<file path="src/rtl/counter_share_arbiter_pkg.sv">
// Shared definitions for the counter-sharing arbiter: controller state encoding.
package counter_share_arbiter_pkg;

  typedef enum logic [1:0] {
    ST_IDLE = 2'd0,
    ST_RUN  = 2'd1,
    ST_DONE = 2'd2
  } state_t;

endpackage

</file>
<file path="src/rtl/counter_share_arbiter_counter.sv">
// Up-counter shared by all requesters; clears on reset and holds at all-ones
// so the observed count never rolls back to zero.
module counter_share_arbiter_counter #(
  parameter int Size = 5
) (
  input  logic            clock,
  input  logic            reset,
  output logic [Size-1:0] count
);

  logic [Size-1:0] r_count;

  always_ff @(posedge clock) begin
    if (reset) begin
      r_count <= '0;
    end else if (r_count != '1) begin
      r_count <= r_count + Size'(1);
    end
  end

  assign count = r_count;

endmodule

</file>
<file path="src/rtl/counter_share_arbiter.sv">
// Round-robin owner of one shared counter: grants it to a requester, runs it
// to the latched target, pulses done, then rotates priority past the owner.
module counter_share_arbiter
  import counter_share_arbiter_pkg::*;
#(
  parameter int Size       = 5,
  parameter int Requesters = 4
) (
  input  logic                         clock,
  input  logic                         reset,
  input  logic [Requesters-1:0]        req,
  input  logic [Requesters*Size-1:0]   target,
  output logic [Requesters-1:0]        grant,
  output logic [Requesters-1:0]        done,
  output logic                         busy,
  output logic [Size-1:0]              count
);

  localparam int PtrW = $clog2(Requesters);
  localparam logic [PtrW:0]   NumReq  = (PtrW+1)'(Requesters);
  localparam logic [PtrW-1:0] LastIdx = PtrW'(Requesters - 1);

  state_t                r_state, w_state_next;
  logic [Requesters-1:0] r_grant, w_grant_next;
  logic [PtrW-1:0]       r_ptr, w_ptr_next;
  logic [PtrW-1:0]       r_win, w_win_next;
  logic [Size-1:0]       r_tgt, w_tgt_next;

  logic [Size-1:0]       w_tgt_arr [Requesters];
  logic [Requesters-1:0] w_rot;
  logic [PtrW-1:0]       w_rot_idx;
  logic [PtrW:0]         w_pick_sum;
  logic [PtrW-1:0]       w_pick;
  logic [PtrW-1:0]       w_next_ptr;
  logic                  w_counter_reset;
  logic [Size-1:0]       w_count;

  // Rotate requests so that bit 0 corresponds to the current pointer.
  for (genvar gi = 0; gi < Requesters; gi++) begin : g_rot
    logic [PtrW:0] w_idx_sum;
    assign w_idx_sum   = (PtrW+1)'(gi) + {1'b0, r_ptr};
    assign w_rot[gi]   = (w_idx_sum >= NumReq) ? req[PtrW'(w_idx_sum - NumReq)]
                                               : req[PtrW'(w_idx_sum)];
    assign w_tgt_arr[gi] = target[gi*Size +: Size];
  end

  always_comb begin
    w_rot_idx = '0;
    for (int i = Requesters - 1; i >= 0; i--) begin
      if (w_rot[i]) w_rot_idx = PtrW'(i);
    end
  end

  assign w_pick_sum = {1'b0, w_rot_idx} + {1'b0, r_ptr};
  assign w_pick     = (w_pick_sum >= NumReq) ? PtrW'(w_pick_sum - NumReq)
                                             : PtrW'(w_pick_sum);
  assign w_next_ptr = (r_win == LastIdx) ? '0 : r_win + PtrW'(1);

  always_comb begin
    w_state_next = r_state;
    w_grant_next = r_grant;
    w_ptr_next   = r_ptr;
    w_win_next   = r_win;
    w_tgt_next   = r_tgt;
    case (r_state)
      ST_IDLE: begin
        if (|req) begin
          w_win_next   = w_pick;
          w_tgt_next   = w_tgt_arr[w_pick];
          w_grant_next = Requesters'(1) << w_pick;
          w_state_next = ST_RUN;
        end
      end
      ST_RUN: begin
        // A dropped request wins over a simultaneous target match.
        if (!req[r_win]) begin
          w_grant_next = '0;
          w_ptr_next   = w_next_ptr;
          w_state_next = ST_IDLE;
        end else if (w_count == r_tgt) begin
          w_state_next = ST_DONE;
        end
      end
      ST_DONE: begin
        w_grant_next = '0;
        w_ptr_next   = w_next_ptr;
        w_state_next = ST_IDLE;
      end
      default: begin
        w_grant_next = '0;
        w_state_next = ST_IDLE;
      end
    endcase
  end

  always_ff @(posedge clock) begin
    if (reset) begin
      r_state <= ST_IDLE;
      r_grant <= '0;
      r_ptr   <= '0;
      r_win   <= '0;
      r_tgt   <= '0;
    end else begin
      r_state <= w_state_next;
      r_grant <= w_grant_next;
      r_ptr   <= w_ptr_next;
      r_win   <= w_win_next;
      r_tgt   <= w_tgt_next;
    end
  end

  // Counter runs only in RUN; the block reset also clears it so count reads 0
  // on the cycle right after a reset edge.
  assign w_counter_reset = reset || (r_state != ST_RUN);

  counter_share_arbiter_counter #(
    .Size (Size)
  ) u_counter (
    .clock (clock),
    .reset (w_counter_reset),
    .count (w_count)
  );

  assign grant = r_grant;
  assign done  = (r_state == ST_DONE) ? r_grant : '0;
  assign busy  = (r_state != ST_IDLE);
  assign count = w_count;

endmodule

</file>
<file path="config.mk">
export PLATFORM = sky130hd
export DESIGN_NAME = counter_share_arbiter
export DESIGN_NICKNAME = d
export VERILOG_FILES = /design/src/rtl/counter_share_arbiter_pkg.sv /design/src/rtl/counter_share_arbiter_counter.sv /design/src/rtl/counter_share_arbiter.sv
export SDC_FILE = /design/constraint.sdc
export NUM_CORES = 1
export LEC_CHECK = 0
export ABC_AREA = 0
export CAP_MARGIN = 20
export CORE_ASPECT_RATIO = 1.75
export CORE_UTILIZATION = 48
export DETAILED_ROUTE_END_ITERATION = 6
export HOLD_SLACK_MARGIN = 0.03
export PLACE_DENSITY_LB_ADDON = 0.3
export SLEW_MARGIN = 20
export SYNTH_ARGS = -nofsm -noshare
export SYNTH_HDL_FRONTEND = slang
export SYNTH_SLANG_ARGS = --single-unit
</file>
<file path="constraint.sdc">
create_clock -name clock -period 2.97 [get_ports clock]
set_clock_uncertainty 0.15 [all_clocks]
set_input_delay 0.594 -clock clock [delete_from_list [all_inputs] [get_ports clock]]
set_output_delay 0.594 -clock clock [all_outputs]
set_load 0.05 [all_outputs]
</file>
# After elaboration in Yosys (flattened, before gate mapping)
# Index checks and enable logic that the tools add are counted.
# W data, S select, Z words.
# classes
bitwise,1
n_reduce_logical,9
n_eq_ne,9
magnitude_cmp,15
shift,1
n_mux,41
addsub,11
# ops
op,n
$lt A2 B3 Y1 const B,9
$mux W2,10
$bmux W1 S2,9
$ge A3 B3 Y1 const B,5
$mux W1,13
$mux W4,3
$bmux W5 S2,1
$mux W5,2
$sub A2 B1 Y2 const B,5
$pmux W2 S2,2
$pmux W4 S2,1
$reduce_and A2 Y1,4
$add A2 B2 Y3 const A,2
$add A5 B1 Y5 const B,1
$eq A5 B5 Y1,1
$ne A5 B5 Y1 const B,1
$eq A2 B2 Y1 const B,2
$ne A2 B2 Y1 const B,2
$reduce_bool A2 Y1,2
$reduce_or A4 Y1,1
$shl A1 B2 Y4 const A,1
$add A1 B2 Y3 const A,1
$add A2 B2 Y3,1
$ge A2 B3 Y1 const B,1
7 further kinds,7
# word_totals
in_bits,26
regBits,20
wordCells,93

# Longest topological paths before layout
# Gate-level depths: netlist of the first run.
# depth
depth_word,16
ltp_mapped,11
ltp_nobuf,11

# Cells and area by module
# From an unflattened synthesis of the first run, not the netlist that was laid out.
# unflattened
hier_cells,126
hier_area_um2,1221.2
# modules_own_cells
module,area_per_inst_um2,n_inst,cells_each
counter_share_arbiter,1009.7,1,106
counter_share_arbiter_counter,211.5,1,20

# Worst setup path after synthesis of the first run
# Ideal clock, no wire load.
# synth_timing
path_type,input -> register
start,input req[2]
end,register r_tgt[1]
setup_ps,80
arrival_ps,2426
path_stages,8
t_required_ps,2740
setup_slack_ps,314
path_cell_list,buf_6 > or4_1 > nand3_1 > ha_1 > buf_2 > mux2i_1 > a221o_1 > a211oi_2
# synth_between
elab_chain_len,14
word_cells_on_any_way,34
# synth_rtl
item,line,text
from (decl),counter_share_arbiter.sv:11,"input logic [Requesters-1:0] req,"
"$bmux W1 S2, on equally long branches","counter_share_arbiter.sv:43, counter_share_arbiter.sv:42",
"$mux W1, on equally long branches","counter_share_arbiter.sv:43, counter_share_arbiter.sv:42",
$mux W1,counter_share_arbiter.sv:42,assign w_rot[gi] = (w_idx_sum >= NumReq) ? req[PtrW'(w_idx_sum - NumReq)]
$mux W2 (4 in series),counter_share_arbiter.sv:50,if (w_rot[i]) w_rot_idx = PtrW'(i);
$add A2 B2 Y3,counter_share_arbiter.sv:54,"assign w_pick_sum = {1'b0, w_rot_idx} + {1'b0, r_ptr};"
$ge A3 B3 Y1 or $sub A2 B1 Y2 (tied branches),counter_share_arbiter.sv:55,assign w_pick = (w_pick_sum >= NumReq) ? PtrW'(w_pick_sum - NumReq)
$mux W2,counter_share_arbiter.sv:55,
$not A2 Y3 (not written as such),counter_share_arbiter.sv:69,w_tgt_next = w_tgt_arr[w_pick];
$bmux W5 S2,counter_share_arbiter.sv:69,
$mux W5 (not written as such) (2 in series),counter_share_arbiter.sv:69,
to (signal assigned),counter_share_arbiter.sv:108,r_tgt <= w_tgt_next;
to (decl),counter_share_arbiter.sv:27,"logic [Size-1:0] r_tgt, w_tgt_next;"
# Parallel ways exist; a longest one is shown, timed or not. The select of a mux whose other input is x is not followed.
# A chain may end at the register's enable or synchronous reset.

# Worst setup path after layout of the first run
# layout_timing
start,register r_state[1]
end,output done[2]
# layout_between
elab_chain_len,2
# layout_rtl
item,line,text
from (decl),counter_share_arbiter.sv:23,"state_t r_state, w_state_next;"
from (signal assigned),counter_share_arbiter.sv:104,r_state <= w_state_next;
$eq A2 B2 Y1,counter_share_arbiter.sv:125,assign done = (r_state == ST_DONE) ? r_grant : '0;
$mux W4,counter_share_arbiter.sv:125,
to (decl),counter_share_arbiter.sv:14,"output logic [Requesters-1:0] done,"
# Every way passes these cells.

==> results of run 1 <==
## power groups by stage
| stage | sequential, mW | combinational (mW) | clock, mW |
|---|---|---|---|
| 3_5_place_dp | 0.420 | 0.803 | 0 |
| 4_1_cts | 0.414 | 0.822 | 0.277 |
| 2_1_floorplan | 0.443 | 0.561 | 0 |
| 5_1_grt | 0.432 | 0.918 | 0.285 |
| 3_3_place_gp | 0.416 | 0.771 | 0 |
| 6_report | 0.421 | 0.855 | 0.277 |
## cells in the final DEF, fill, tap and decap left out, drive strengths merged, types with 2 or more instances in the layout
| cell type | netlist | routed |
|---|---|---|
| nand2b | 4 | 4 |
| and2 | 4 | 4 |
| clkbuf | 1 | 3 |
| a22oi | 5 | 5 |
| o32ai | 2 | 2 |
| ha | 5 | 5 |
| nor3 | 5 | 5 |
| buf | 8 | 9 |
| or2 | 2 | 2 |
| a22o | 2 | 2 |
| xnor2 | 7 | 7 |
| a32o | 3 | 3 |
| nor2 | 24 | 24 |
| a221o | 5 | 5 |
| or4 | 2 | 2 |
| dlymetal6s2s | 0 | 4 |
| clkdlybuf4s50 | 0 | 35 |
| nand3 | 4 | 4 |
| a211oi | 8 | 8 |
| nor2b | 2 | 2 |
| xor2 | 5 | 5 |
| nand2 | 10 | 10 |
| mux2i | 13 | 13 |
| inv | 2 | 2 |
| a21oi | 2 | 2 |
| dfxtp | 20 | 20 |
## how the worst max path moves through the flow
stage                             from                    end  slack (ns)  depth (start not counted)
2_1_floorplan                   req[2]  r_tgt[1]$_SDFFE_PP0P_        0.31                          8
3_3_place_gp                    req[3]  r_tgt[3]$_SDFFE_PP0P_       -0.12                         10
3_5_place_dp                    req[0]  r_tgt[0]$_SDFFE_PP0P_       -0.27                         10
4_1_cts                         req[3]  r_tgt[3]$_SDFFE_PP0P_        0.02                         10
5_1_grt        r_state[1]$_SDFFE_PP0P_                done[3]       0.002                          4
6_report       r_state[1]$_SDFFE_PP0P_                done[2]        0.12                          4
## registers in the layout, summed over array words and instances (netlist names)
register and count:
r_tgt 5, u_counter.count 5, grant 4, r_ptr 2
r_state 2, r_win 2
## repair_timing
action,in CTS,in global routing
pin swaps,0,2
endpoints found under the setup margin,5,11
resized for setup,2,11
setup buffers,0,1
## per-layer routing
layer / vias up / global-route usage [%] / part of all wire, % / wire (um)
met1: 627 / 24.4 / 37 / 1340
li1: 655 / - / - / -
met5: - / 0 / 0 / 0
met3: 14 / 4.37 / 2.3 / 86
met2: 36 / 46.1 / 58 / 2130
met4: 0 / 15.8 / 3.3 / 122
## worst reg2reg max path, stage by stage, from the launching register on
cell and delay (ns):
dfxtp_1 0.68, nand3_1 0.20, o311ai_2 0.12, o21ai_1 0.10, nand3_1 0.15, ha_4 0.23
buf_12 0.15, mux2i_1 0.15, a221o_1 0.40, a211oi_2 0.18
## metrics by stage
stage | worst slack (ns) | instance area (sq um) | utilization, % | total power, mW
floorplan | 0.314 | 1420 | - | 1.00
finish | 0.116 | 1990 | 72.4 | 1.55
global placement | -0.125 | 1860 | 67.4 | 1.19
detailed placement | -0.273 | 1860 | 67.4 | 1.22
CTS | 0.0171 | 1940 | 70.5 | 1.51
global route | 0.00177 | 1990 | 72.4 | 1.63
## final cells by class
class                   instances  area, sq um  share of cell area (%)
clock buffers                   3         41.3                    2.07
clock inverters                 1         30.0                    1.51
inverters                       2         7.51                   0.377
multi-input cells             125          998                    50.1
flip-flops and latches         20          400                    20.1
well taps                      27         33.8                    1.70
repair buffers                 48          480                    24.1
## cells by family after synthesis
family | Yosys count | share of synthesized area [%]
compound gates | 34 | 21.1
xor+xnor | 12 | 7.39
fa+ha+maj | 5 | 4.40
flops | 20 | 28.1
mux | 14 | 10.7
simple gates | 60 | 23.2
buf+inv | 11 | 5.01
==> key figures, run 1 <==
Status
  – Status: finished clean

Setup path
  – Crit-path max FO: 7
  – Worst path bufs/invs: 2
  – Setup crit end kind: primary output
  – Gate family responsible for the most delay along the worst path: buffers and inverters
  – R2r startpoint: r_ptr[0]$_SDFFE_PP0P_
  – Cell Chain, Critical Path: inv_1 -> nor2_1 -> and2_1 -> clkdlybuf4s50_1
  – Kind of critical path: register to primary output
  – Critical path data arrival time: between 2 and 2.5 ns
  – Max stage delay on crit path: about 0.80 ns
  – Startpoint types: register
  – Slowest CP cell: clkdlybuf4s50_1
  – Reg2Reg Setup Slack: approximately 0.37 ns
  – R2r endpoint: r_tgt[1]$_SDFFE_PP0P_
  – Worst EP required: between 2 and 2.5 ns
  – Worst Reg2Reg Path Length in Cells: 9

Global routing
  – Initial antenna violation count: 0
  – Largest net degree at the start of global routing: 15
  – Total track usage: between 20 and 25%
  – Global-route wire length before repair: around 6000 um
  – GR Overflow Total: 0
  – Vias in the first global route: 1,366

Logic synthesis
  – Yosys reg bits: 20
  – Post-synth top area share: 28.1%
  – Most common cell in the synthesized netlist: nor2_1
  – Ys Warns: 0
  – FFs w/ async S/R, synth: 0%
  – Netlist cell types: 45
  – Post-synth top flop: dfxtp_1
  – Mapped cell area: 0.00142 sq mm
  – Post-synth EDFFs: 0
  – Syn_area_per_cell: between 9 and 10 sq um
  – Mapped Nets: about 190
  – Mapped Cells: approximately 160
  – Top cells by area, synth: dfxtp_1 28%, mux2i_1 9.1%, nor2_1 6.3%, ha_1 4.4%, xnor2_1 4.3%
  – Most frequent cells after synthesis: 24 x nor2_1, 20 x dfxtp_1, 13 x mux2i_1, 9 x nand2_1, 7 x xnor2_1
  – Sequential area share after synthesis: 28.1%
  – Area leader, netlist: dfxtp_1

Floorplan
  – Initial Utilization: 51.7%
  – Die Span X: 43.2 um
  – Die ar.: 0.00319 sq mm
  – Placeable Area: 0.00275 sq mm
  – IO Pins: 40
  – Die height: approximately 74 um
  – Num rows: 25

Timing
  – Worst-Margin Slew: 0.581 ns
  – Final Cycle Share: between 90% and 100%
  – Max-slew headroom: 61.1%
  – Final setup fails: 0
  – Fin crit period: ~2.9 ns
  – Hold Violations, Final: 0
  – Max Freq: around 0.35 GHz
  – Hold_ws: approximately 0.36 ns
  – Total negative setup slack: 0 ns
  – RSZ-0062 raised after global routing: no
  – Final Max Tran Viols: 0

Hold path
  – Hold path start: grant[2]$_SDFFE_PP0P_
  – WHS Path Cells: 1
  – Worst hold path class: register to register
  – Worst Hold Path EP: grant[2]$_SDFFE_PP0P_

Route
  – First-pass DRT Iterations: 6
  – Vias per cell: 5.89
  – Iter 0 DRT Violations: 24
  – Routed WL: between 3000 and 4000 um
  – Routed via count: about 1,300
  – Post-DRT Antenna Nets: 0
  – Wire per inst: 16.3 um
  – Post-route DRC violation count: 0

Final layout
  – Area delta synth->final: 40.0%
  – Final std cells w/o fill: 226
  – Fill cell count: around 220
  – Layout cell share with drive strength beyond 1: approximately 16%
  – Final nets: about 230
  – Diode count: 0

Placement
  – RePlAce Congestion: about 0.76
  – Number of buffers added on ports: 39
  – Placed cells: around 220
  – HPWL after DPL: about 2800 um

Pwr
  – Pleak: between 0.8 and 0.9 nW
  – Seq pwr share: a little over a quarter
  – Sw frac: about two fifths
  – Clock share of power: 17.8%
  – VDD IR max: approximately 480 uV
  – Combinational share of power: a little under three fifths
  – PD cells: between 700 and 800 mW/mm^2
  – Pint: slightly above 900 uW
  – Sw power: about 630 uW

Clock tree
  – Clk pin slew, worst setup/hold paths: around 0.08 ns
  – Total CTS buffers: 3
  – Clock Path Buffers: 2
  – CTS H-tree lvls: 1
  – Hold buffers post-CTS: 0
  – CTS sink count: 20
  – Worst-Skew Late Latency: ~0.27 ns
  – Root buf cell: clkbuf_8
  – TritonCTS clock tree: done

Run
  – Max-cap violations: 0
Power figures use the tool's default switching activity.
==> inputs of run 2 (changes only) <==
- CTS_CLUSTER_DIAMETER: unset -> 150
==> results of run 2 <==
Final layout, timing and power as in run 1 (identical DEF).
==> inputs of run 3 (changes only) <==
- REMOVE_ABC_BUFFERS: unset -> 1
==> run 3 against run 2 <==
  * Global-route usage fell by 2.4 points
  * Worst hold slack lost 0.019 ns
  * Critical path depth shrank 2
  * Register-to-register slack improved by 0.06 ns
  * Fmax about the same
  * Non-clock buffer count up 4
  * Worst setup slack worse by 0.0024 ns
  * Power is 0.67% lower
  * Via count is 2.3% higher
  * Count of clock-buffer cells in the layout stayed put
  * Critical path type unchanged
  * Largest power group unchanged
  * Sequential share of layout area is 0.13 points lower
==> key figures, run 3 (synthesis gave the netlist of run 1 again) <==
Final layout
  – Most frequent cells in the layout: 39 x clkdlybuf4s50_1, 24 x nor2_1, 20 x dfxtp_1
  – Commonest non-fill, non-tap cell in the layout: clkdlybuf4s50_1
  – Area delta synth->final: 40.9%
  – Diode count: 0 (unchanged)
  – Fill cell count: 225 (+4.2%)
  – Final std cells w/o fill: 230 (+1.8%)
  – Finished layout cell area: 0.00200 sq mm (+0.63%)
  – Layout cell share with drive strength beyond 1: 17.2% (+1.2 points)
  – Final nets: 235 (+1.7%)

Setup path
  – Critical path data arrival time: 2.11 ns (about the same)
  – Worst path bufs/invs: 1 (-1)
  – Max stage delay on crit path: 0.88 ns (+0.08 ns)
  – Gate family responsible for the most delay along the worst path: buffers and inverters
  – Kind of critical path: register to primary output
  – Crit-path max FO: 9 (+2)
  – Setup crit end kind: primary output
  – Startpoint types: register
  – Reg2Reg Setup Slack: 0.43 ns (+0.06 ns)
  – Slowest CP cell: clkdlybuf4s50_1
  – Cell Chain, Critical Path: or2_1 -> clkdlybuf4s50_1
  – Worst EP required: 2.23 ns (about the same)

Placement
  – Cell Area, Placed: 0.00187 sq mm (+0.94%)
  – HPWL after DPL: 2700 um (-2.9%)
  – Placed cells: 225 (+1.8%)
  – RePlAce Congestion: 0.777 (+2.5%)
  – Number of buffers added on ports: 39 (unchanged)

Timing
  – Fin crit period: 2.86 ns (+0.00245 ns)
  – RSZ-0062 raised after global routing: no
  – Final Max Tran Viols: 0 (unchanged)
  – Hold Violations, Final: 0 (unchanged)
  – Worst-Margin Slew: 0.620 ns (+0.0384 ns)
  – Final setup fails: 0 (unchanged)
  – Max-slew headroom: 58.5% (-2.6 points)
  – Final Cycle Share: 96.2% (about the same)
  – Max Freq: 0.350 GHz (about the same)

Pwr
  – Pleak: 0.783 nW (-4.5%)
  – Combinational share of power: 55.1% (about the same)
  – Seq pwr share: 27.2% (about the same)
  – Clock share of power: 17.7% (about the same)
  – PD cells: 769 mW/mm^2 (-1.3%)
  – Sw power: 614 uW (-2.1%)
  – Pint: 928 uW (+0.33%)
  – Sw frac: 39.8% (-0.60 points)
  – VDD IR max: 519 uV (+9.1%)

Clock tree
  – TritonCTS clock tree: done
  – Clock Path Buffers: 2 (unchanged)
  – CTS sink count: 20 (unchanged)
  – CTS H-tree lvls: 1 (unchanged)
  – Root buf cell: clkbuf_8
  – Total CTS buffers: 3 (unchanged)
  – Hold buffers post-CTS: 0 (unchanged)
  – Clk pin slew, worst setup/hold paths: 0.08 ns (about the same)
  – Worst-Skew Late Latency: 0.27 ns (about the same)

Hold path
  – Worst hold path class: register to register

Route
  – Post-DRT Antenna Nets: 0 (unchanged)
  – Wire per inst: 15.2 um (-6.6%)
  – Metal1 wirelength: 1260 um (-6.3%)
  – Routed WL: 3500 um (-4.9%)
  – WL met3: 103 um (+20%)
  – Post-route DRC violation count: 0 (unchanged)
  – Highest routed metal layer: met4
  – Routed via count: 1,362 (+2.3%)
  – WL met2: 2090 um (-1.7%)
  – First-pass DRT Iterations: 7 (+1)
  – Iter 0 DRT Violations: 31 (+29%)
  – Vias per cell: 5.92 (+0.47%)

Global routing
  – Vias in the first global route: 1,285 (-5.9%)
  – Total track usage: 22.4% (-2.4 points)
  – Initial antenna violation count: 0 (unchanged)
  – GR Overflow Total: 0 (unchanged)
  – Largest net degree at the start of global routing: 15 (unchanged)
  – Global-route wire length before repair: 5600 um (-6.4%)

Status
  – Status: finished clean

Floorplan
  – Num rows: 25 (unchanged)
  – IO Pins: 40 (unchanged)
  – Die ar.: 0.00319 sq mm (unchanged)
  – Placeable Area: 0.00275 sq mm (unchanged)
  – Die Span X: 43.2 um (unchanged)
  – Initial Utilization: 51.7% (unchanged)
  – Die height: 74.0 um (unchanged)

Run
  – Max-cap violations: 0 (unchanged)
## run 3: cell type report
cell class	instances	area, sq um	area share, %
Clock buffer	3	41.3	2.06
Clock inverter	1	30.0	1.50
Inverter	2	7.51	0.375
Multi-Input combinational cell	125	991	49.4
Sequential cell	20	400	20.0
Tap cell	27	33.8	1.69
Timing Repair Buffer	52	500	25.0
## run 3: metal layers
| layer | track usage, % | up-vias |
|---|---|---|
| li1 | - | 667 |
| met1 | 23.5 | 650 |
| met2 | 45.3 | 40 |
| met3 | 2.18 | 5 |
| met4 | 6.06 | 0 |
| met5 | 0 | - |
## run 3: power groups by stage
stage / Clock (mW) / Combinational [mW] / Sequential (mW)
final: 0.274 / 0.849 / 0.419
after global routing: 0.288 / 0.914 / 0.429
after CTS: 0.273 / 0.804 / 0.413
after detailed placement: 0 / 0.791 / 0.418
after global placement: 0 / 0.769 / 0.414
after floorplan: 0 / 0.509 / 0.461
## run 3: path summary, 6_finish.rpt
path | start | to | depth (start not counted)
max reg2reg | r_ptr[0]$_SDFFE_PP0P_ | r_tgt[4]$_SDFFE_PP0P_ | 10
min | grant[1]$_SDFFE_PP0P_ | grant[1]$_SDFFE_PP0P_ | 1
min reg2reg | grant[1]$_SDFFE_PP0P_ | grant[1]$_SDFFE_PP0P_ | 1
max | r_state[0]$_SDFFE_PP0P_ | busy | 2
## run 3: stage by stage
| step | setup TNS (ns) | power (mW) | utilization [%] | hold slack, ns | setup WS (ns) |
|---|---|---|---|---|---|
| after floorplan | 0 | 0.970 | - | 0.336 | 0.446 |
| after CTS | 0 | 1.49 | 71.0 | 0.341 | 0.0389 |
| after global placement | -1.02 | 1.18 | 68.0 | 0.327 | -0.238 |
| after detailed placement | -1.44 | 1.21 | 68.0 | 0.325 | -0.299 |
| final | 0 | 1.54 | 72.8 | 0.339 | 0.114 |
| after global routing | 0 | 1.63 | 72.8 | 0.375 | 0.000252 |
## run 3: repair_timing
item | CTS | global route
pin swaps | 0 | 1
endpoints found under the hold margin | 0 | 0
resized for setup | 2 | 5
setup endpoints to repair | 1 | 5
setup buffers | 0 | 1
## run 3: worst reg2reg max path, cell delays in order, from the launching register on
cell,delay (ns)
dfxtp_1,0.65
o22ai_1,0.17
o21ai_0,0.16
nand3_1,0.17
ha_4,0.22
xnor2_2,0.22
nor3_4,0.08
buf_12,0.16
a22oi_1,0.19
nand2_1,0.10
a211oi_2,0.21
